### src/rtl/cpu_ctrl_pkg.sv
// rtl/cpu_ctrl_pkg.sv - shared constants for the microprogram sequencer
package cpu_ctrl_pkg;

    localparam int DEF_CAR_W = 8;
    localparam int DEF_OPC_W = 7;
    localparam logic [7:0] DEF_RESET_ADDR = 8'h00;

    localparam logic [2:0] MS_INC = 3'b000;
    localparam logic [2:0] MS_NA  = 3'b001;
    localparam logic [2:0] MS_C   = 3'b010;
    localparam logic [2:0] MS_V   = 3'b011;
    localparam logic [2:0] MS_Z   = 3'b100;
    localparam logic [2:0] MS_N   = 3'b101;
    localparam logic [2:0] MS_NZ  = 3'b110;
    localparam logic [2:0] MS_STK = 3'b111;

endpackage

### src/rtl/micro_stack.sv
// rtl/micro_stack.sv - small LIFO for microsubroutine return addresses (built only with MICRO_STACK_EN)
`ifdef MICRO_STACK_EN
module micro_stack #(
    parameter int W     = 8,
    parameter int DEPTH = 4
) (
    input  logic         clk,
    input  logic         rst,
    input  logic         push,
    input  logic         pop,
    input  logic [W-1:0] push_data,
    output logic [W-1:0] top_data,
    output logic         full,
    output logic         empty
);

    localparam int AW = $clog2(DEPTH);
    localparam int CW = $clog2(DEPTH + 1);

    logic [W-1:0]  mem [DEPTH];
    logic [CW-1:0] cnt;

    assign full     = (cnt == CW'(DEPTH));
    assign empty    = (cnt == '0);
    assign top_data = mem[AW'(cnt - CW'(1))];

    // Occupancy: a push onto a full stack is silently dropped
    always_ff @(posedge clk) begin
        if (rst) begin
            cnt <= '0;
        end else if (push && !full) begin
            cnt <= cnt + CW'(1);
        end else if (pop && !empty) begin
            cnt <= cnt - CW'(1);
        end
    end

    // Entry storage, written at the current fill level
    always_ff @(posedge clk) begin
        if (push && !full) begin
            mem[AW'(cnt)] <= push_data;
        end
    end

endmodule
`endif

### src/rtl/micro_sequencer.sv
// rtl/micro_sequencer.sv - CAR/PC/IR sequencer; MICRO_STACK_EN enables ms=111 call/return
module micro_sequencer
    import cpu_ctrl_pkg::*;
#(
    parameter int CAR_W = DEF_CAR_W,
    parameter int PC_W  = 16,
    parameter int IR_W  = 16,
    parameter int OPC_W = DEF_OPC_W,
    parameter logic [CAR_W-1:0] RESET_ADDR = CAR_W'(DEF_RESET_ADDR)
) (
    input  logic             clk,
    input  logic             rst,
    input  logic             hold,
    input  logic [CAR_W-1:0] na,
    input  logic [2:0]       ms,
    input  logic             mc,
    input  logic             il,
    input  logic             pi,
    input  logic             pl,
    input  logic [IR_W-1:0]  instr_in,
    input  logic [PC_W-1:0]  pc_load_val,
    input  logic             flag_c,
    input  logic             flag_v,
    input  logic             flag_z,
    input  logic             flag_n,
    output logic [CAR_W-1:0] car,
    output logic [PC_W-1:0]  pc,
    output logic [IR_W-1:0]  ir,
`ifdef MICRO_STACK_EN
    output logic             stack_err,
`endif
    output logic [OPC_W-1:0] opcode
);

    logic [CAR_W-1:0] car_inc;
    logic [CAR_W-1:0] map_addr;
    logic [CAR_W-1:0] tgt;
    logic             taken;
    logic [CAR_W-1:0] car_next;

    assign opcode  = ir[IR_W-1 -: OPC_W];
    assign car_inc = car + CAR_W'(1);
    assign tgt     = mc ? map_addr : na;

    // Opcode map address: a leading 1, then the opcode, zero-padded below
    always_comb begin
        map_addr                    = '0;
        map_addr[CAR_W-1]           = 1'b1;
        map_addr[CAR_W-2 -: OPC_W]  = opcode;
    end

    // Branch condition chosen by the mux select
    always_comb begin
        taken = 1'b0;
        case (ms)
            MS_NA:   taken = 1'b1;
            MS_C:    taken = flag_c;
            MS_V:    taken = flag_v;
            MS_Z:    taken = flag_z;
            MS_N:    taken = flag_n;
            MS_NZ:   taken = !flag_z;
            default: taken = 1'b0;
        endcase
    end

`ifdef MICRO_STACK_EN
    logic             stk_push;
    logic             stk_pop;
    logic [CAR_W-1:0] stk_top;
    logic             stk_full;
    logic             stk_empty;
    logic             is_stk;

    assign is_stk   = !hold && (ms == MS_STK);
    assign stk_push = is_stk && !mc;
    assign stk_pop  = is_stk && mc;

    micro_stack #(
        .W     (CAR_W),
        .DEPTH (4)
    ) u_stack (
        .clk       (clk),
        .rst       (rst),
        .push      (stk_push),
        .pop       (stk_pop),
        .push_data (car_inc),
        .top_data  (stk_top),
        .full      (stk_full),
        .empty     (stk_empty)
    );

    // Next CAR including call (jump to na) and return (pop, or restart if empty)
    always_comb begin
        car_next = taken ? tgt : car_inc;
        if (ms == MS_STK) begin
            if (!mc) begin
                car_next = na;
            end else begin
                car_next = stk_empty ? RESET_ADDR : stk_top;
            end
        end
    end

    // Sticky error on call-while-full or return-while-empty
    always_ff @(posedge clk) begin
        if (rst) begin
            stack_err <= 1'b0;
        end else if ((stk_push && stk_full) || (stk_pop && stk_empty)) begin
            stack_err <= 1'b1;
        end
    end
`else
    // Next CAR; ms=111 falls back to plain increment
    always_comb begin
        car_next = taken ? tgt : car_inc;
    end
`endif

    // Control address register
    always_ff @(posedge clk) begin
        if (rst) begin
            car <= RESET_ADDR;
        end else if (!hold) begin
            car <= car_next;
        end
    end

    // Program counter: load beats increment
    always_ff @(posedge clk) begin
        if (rst) begin
            pc <= '0;
        end else if (!hold) begin
            if (pl) begin
                pc <= pc_load_val;
            end else if (pi) begin
                pc <= pc + PC_W'(1);
            end
        end
    end

    // Instruction register, independent of the PC strobes
    always_ff @(posedge clk) begin
        if (rst) begin
            ir <= '0;
        end else if (!hold && il) begin
            ir <= instr_in;
        end
    end

endmodule
### config.mk
export PLATFORM = sky130hd
export DESIGN_NAME = micro_sequencer
export DESIGN_NICKNAME = d
export VERILOG_FILES = /design/src/rtl/cpu_ctrl_pkg.sv /design/src/rtl/micro_stack.sv /design/src/rtl/micro_sequencer.sv
export SDC_FILE = /design/constraint.sdc
export NUM_CORES = 1
export LEC_CHECK = 0
export BUFFER_PORTS_ARGS = -buffer_cell sky130_fd_sc_hd__buf_2
export CORE_MARGIN = 4
export CORE_UTILIZATION = 43
export CTS_CLUSTER_DIAMETER = 50
export DETAILED_ROUTE_END_ITERATION = 7
export PLACE_DENSITY = 0.77
export SYNTH_ARGS = -nofsm -noshare
export SYNTH_HDL_FRONTEND = slang
export SYNTH_SLANG_ARGS = --single-unit
export TNS_END_PERCENT = 100
### constraint.sdc
create_clock -name clk -period 1.5 [get_ports clk]
set_input_delay 0.075 -clock clk [delete_from_list [all_inputs] [get_ports clk]]
set_output_delay 0.075 -clock clk [all_outputs]
set_load 0.02 [all_outputs]
---- After elaboration in Yosys (flattened, before gate mapping) ----
Cells that the tools add are included.
cells by class
  add/subtract/negate cells ............... 2
  equality and inequality tests ........... 6
  multiplexer cells ....................... 5
  bitwise operators ....................... 1
  reduce and logical (&&, ||, !) cells .... 5
operator list
  kind                     count
  $mux W16                 2
  $add A16 B1 Y16 const B  1
  $mux W8                  2
  $eq A3 B3 Y1 const B     3
  $add A8 B1 Y8 const B    1
  $eq A3 B2 Y1 const B     2
  $pmux W1 S6              1
  $eq A3 B1 Y1 const B     1
  $logic_not A1 Y1         2
  $reduce_and A2 Y1        1
  $reduce_bool A2 Y1       1
  $logic_and A1 B1 Y1      1
  $not A1 Y1               1
storage, ports and cells
  register bits after elaboration ......... 40
  bits of input ports ..................... 54
  logic and storage cells ................. 22

---- Depth between registers and ports, before layout ----
  depth after elaboration ................. 3
  mapped depth ............................ 7
  mapped depth without buffers ............ 6

---- Worst setup path before layout ----
Ideal clock, no wire load.
  kind .................................... reg2reg
  start ................................... reg pc[0]
  end ..................................... reg pc[8]
  arrival ................................. 1.490 ns
  required time ........................... 1.388 ns
  setup slack ............................. -0.103 ns
  stages on the path, launching flop included .. 6
  buffers on the path ..................... 0
  clock period less this slack ............ 1.603 ns
  path through ............................ dfxtp_1 -> ha_1 -> nand4_4 -> o21bai_1 -> a21oi_1 -> a2111oi_1
between the ends
  word-level cells in the longest chain between the ends .. 3
ends and longest elaborated chain
  element                 RTL line                text
  from (decl)             micro_sequencer.sv:27   output logic [PC_W-1:0] pc,
  from (signal assigned)  micro_sequencer.sv:134  pc <= pc_load_val;
  from (signal assigned)  micro_sequencer.sv:136  pc <= pc + PC_W'(1);
  $add A16 B1 Y16         micro_sequencer.sv:136
  $mux W16                micro_sequencer.sv:135  end else if (pi) begin
  $mux W16                micro_sequencer.sv:133  if (pl) begin
No other way between the ends. The select of a mux whose other input is x is not followed.
A chain may end at the register's enable or synchronous reset.

---- Final worst setup path ----
  start ................................... reg pc[0]
  end ..................................... reg pc[14]
Same word-level chain as after synthesis.

==> results.toml <==
[sta]
tightestPinTransition_ns = 1.06
report.final.setup_viol = 0
finClkSkew_ns = 0.00356
timing.final.crit_share = 0.963
postLayoutSetupSlackWorst_ns = 0.0550
hold_viol_final = 0
rsz_0062_raised_after_global_routing = "yes"
slew_violations = 0
layout_min_cycle_time_ns = 1.44
relSlewSlack = 0.290
clock.fmax_ghz = 0.692

[floorplanning]
chipHeight_um = 80.4
start_util = 0.441
rows = 26
floorplan.die_area_um2 = 6470
chipWidth_um = 80.4
core_region_area_um2 = 5110
io_pins = 101

[cts]
clk-insertion-delay-late_ns = 0.29
cts.sink_count = 40
ctsLongestPathBuffers = 2
cts.reportedPaths.clkPinSlew_ns = 0.08
holdBufCountCts = 0
post_cts_resize_count = 0
cts_tree = "built"
root_cell_of_the_clock_tree = "sky130_fd_sc_hd__clkbuf_8"
cts-htree-levels = 2
cts-buffers-inserted = 5
post-cts-setup-buffers = 0

[synth]
synth_flop_cell = "sky130_fd_sc_hd__dfxtp_1"
synth-seq-cells = 40
yosys.area.top_type_share = 0.355
yosysUniqueCellTypes = 52
fraction_of_registers_with_async_set_reset = 0
syn-cell-area_um2 = 2250
post_synth_inst_count = 298
synth.yosys.seq_area_share = 0.355
synth_fp_nets = 354
synth.largest_area_cell = "sky130_fd_sc_hd__dfxtp_1"
avgSynthCellArea_um2 = 7.57
yosysWarningCount = 0
synth_top_cells_by_area = "sky130_fd_sc_hd__dfxtp_1 (36%), sky130_fd_sc_hd__nand2_1 (9.5%), sky130_fd_sc_hd__a21oi_1 (5.1%)"
synth_edf_count = 0

[routing]
drt-wirelength-per-cell_um = 14.3
vias_per_cell = 5.23
1st_iter_drt_viols = 180
route.detailed.drc = 0
firstDrtPassIters = 4
num_vias = 2446
finalWirelength_um = 6690
drtAntennaViolNets = 0

[grt]
grt_busiest_layer = "met2"
gr-total-overflow = 0
grt_pass1_vias = 2251
grt.met2_usage = 0.328
met3_track_usage_gr = 0.0516
first_pass_grt_wire_length_um = 10600
grt_usage = 0.206
antenna_found_initial = 0
grt_max_degree = 38
gr-usage-met1 = 0.281

[worst_setup_path]
critPathLaunch = "pc[0]"
critical_path.cell_chain = "ha_4 -> nand4_4 -> nor2_2 -> a31oi_1 -> o21ai_0 -> a21oi_1"
worst-endpoint-arrival_ns = 1.61
reg2reg_from = "pc[0]"
critical_path.startpoint_type = "flop"
critPathMaxStageDelay_ns = 0.36
timing.critical_path.fanout_max = 6
cp_slowest_cell = "sky130_fd_sc_hd__dfxtp_2"
required_ns = 1.67
cp-end-kind = "flop"
timing.reg2reg.setup_slack_ns = 0.06
path_class = "flop to flop"

[pwr]
pwr_density_cell_nw_per_um2 = 799
ir_worst_vdd_mv = 0.543
total_power_mw = 2.42
power_leakage_nw = 1.34

[worst_hold_path]
hold_path_startpoint = "instr_in[2]"
worst_hold_path_type = "primary input to flop"

[placed_design]
hpwlAfterDp_um = 4950
dp_cells = 461
pre_cts_slack_ns = 0.0240
gpl.final_weighted_congestion = 0.871
place.port_buffers = 100

[cells_and_area]
final-instance-count-excl-fill = 468
finish.net_count = 454
drive_gt1_frac = 0.392
final_util = 0.594
insertedDiodeCount = 0
n_fill_cell = 495
syn2layout_area_growth_pct = 34.5

[job]
max_cap_violations = 0

[run_status]
outcome = "finished clean"
==> synth_stat cells (4+ instances only) <==
master,count
sky130_fd_sc_hd__buf_2,7
sky130_fd_sc_hd__o21ai_0,11
sky130_fd_sc_hd__mux2i_1,4
sky130_fd_sc_hd__buf_4,7
sky130_fd_sc_hd__nand2_1,57
sky130_fd_sc_hd__nand2b_1,4
sky130_fd_sc_hd__and2_1,4
sky130_fd_sc_hd__a31oi_1,11
sky130_fd_sc_hd__o31ai_1,4
sky130_fd_sc_hd__a22oi_1,6
sky130_fd_sc_hd__nor2b_1,5
sky130_fd_sc_hd__clkbuf_1,9
sky130_fd_sc_hd__inv_1,6
sky130_fd_sc_hd__a21oi_1,23
sky130_fd_sc_hd__nand3_1,16
sky130_fd_sc_hd__mux2_2,6
sky130_fd_sc_hd__nor3_1,9
sky130_fd_sc_hd__nor2_1,21
sky130_fd_sc_hd__dfxtp_1,40
==> routing by layer <==
layer | vias up | wire, um | share of wire
met5 | - | 0 | 0
met2 | 71 | 3280 | 0.49
met3 | 6 | 381 | 0.057
met4 | 0 | 40 | 0.0060
met1 | 1117 | 2980 | 0.45
li1 | 1252 | - | -
==> critical path, delay by kind of cell, from the launching register on <==
kind,cells,cell delay (ns)
simple gates,2,0.40
fa+ha+maj,1,0.17
flops,1,0.36
compound gates,3,0.40
==> cells in the final DEF, fill, tap and decap left out, types with 3 or more instances in the layout <==
cell                       count
sky130_fd_sc_hd__a22oi_1       6
sky130_fd_sc_hd__dfxtp_2       7
sky130_fd_sc_hd__a21oi_1      23
sky130_fd_sc_hd__nor2_1       21
sky130_fd_sc_hd__o21ai_0      10
sky130_fd_sc_hd__dfxtp_4       4
sky130_fd_sc_hd__nand3_1      16
sky130_fd_sc_hd__a31oi_1      11
sky130_fd_sc_hd__mux2i_1       4
sky130_fd_sc_hd__nand2_1      56
sky130_fd_sc_hd__nand4_1       3
sky130_fd_sc_hd__o31ai_1       4
sky130_fd_sc_hd__clkbuf_8      5
sky130_fd_sc_hd__dfxtp_1      29
sky130_fd_sc_hd__inv_1         6
sky130_fd_sc_hd__mux2_2        6
sky130_fd_sc_hd__buf_2       100
sky130_fd_sc_hd__nor2b_1       5
sky130_fd_sc_hd__nor3_1        9
sky130_fd_sc_hd__nand2b_1      4
sky130_fd_sc_hd__o22ai_1       3
sky130_fd_sc_hd__and2_1        4
sky130_fd_sc_hd__buf_4        17
sky130_fd_sc_hd__o21ai_1       3
sky130_fd_sc_hd__a211oi_1      3
==> per-stage QoR <==
stage	hold slack (ns)	TNS (ns)	instance area, um^2
6_report	0.0202	0	3030
5_1_grt	0.0113	-0.106	3030
4_1_cts	0.00471	0	2950
3_5_place_dp	0.322	0	2870
3_3_place_gp	0.315	0	2870
2_1_floorplan	0.157	0	2270
==> sequential cells by signal, indices dropped and copies added (netlist names) <==
signal,count
pc,16
car,8
ir,16
==> where the power goes <==
part	leakage [nW]	switching [mW]	internal (mW)	total [mW]
registers	0.333	0.0659	1.12	1.19
clock network	0.0410	0.356	0.316	0.672
logic	0.971	0.322	0.239	0.561
total	1.34	0.743	1.68	2.42
==> cells by family after synthesis <==
logic type	Yosys count	share of synthesized area
xor gates and xnor gates	1	0.00389
DFF	40	0.355
buffers and inverters	31	0.0671
adders and majority gates	2	0.0111
AOI/OAI and AO/OA	79	0.222
and+or+nand+nor	135	0.293
muxes	10	0.0477
==> final timing paths <==
kind         endpoint  cells past startpoint
max            pc[14]                      6
min             ir[2]                      3
max reg2reg    pc[14]                      6
min reg2reg     ir[0]                      2
==> cell type report <==
type / instances / area [um^2] / share of cell area
clock buffers: 6 / 72.6 / 0.0239
clock inverters: 1 / 5.00 / 0.00165
inverters: 6 / 22.5 / 0.00743
multi-input cells: 227 / 1370 / 0.452
flip-flops and latches: 40 / 825 / 0.272
well taps: 70 / 87.6 / 0.0289
repair buffers: 118 / 648 / 0.214
No activity file was read; power rests on OpenSTA's default activity.
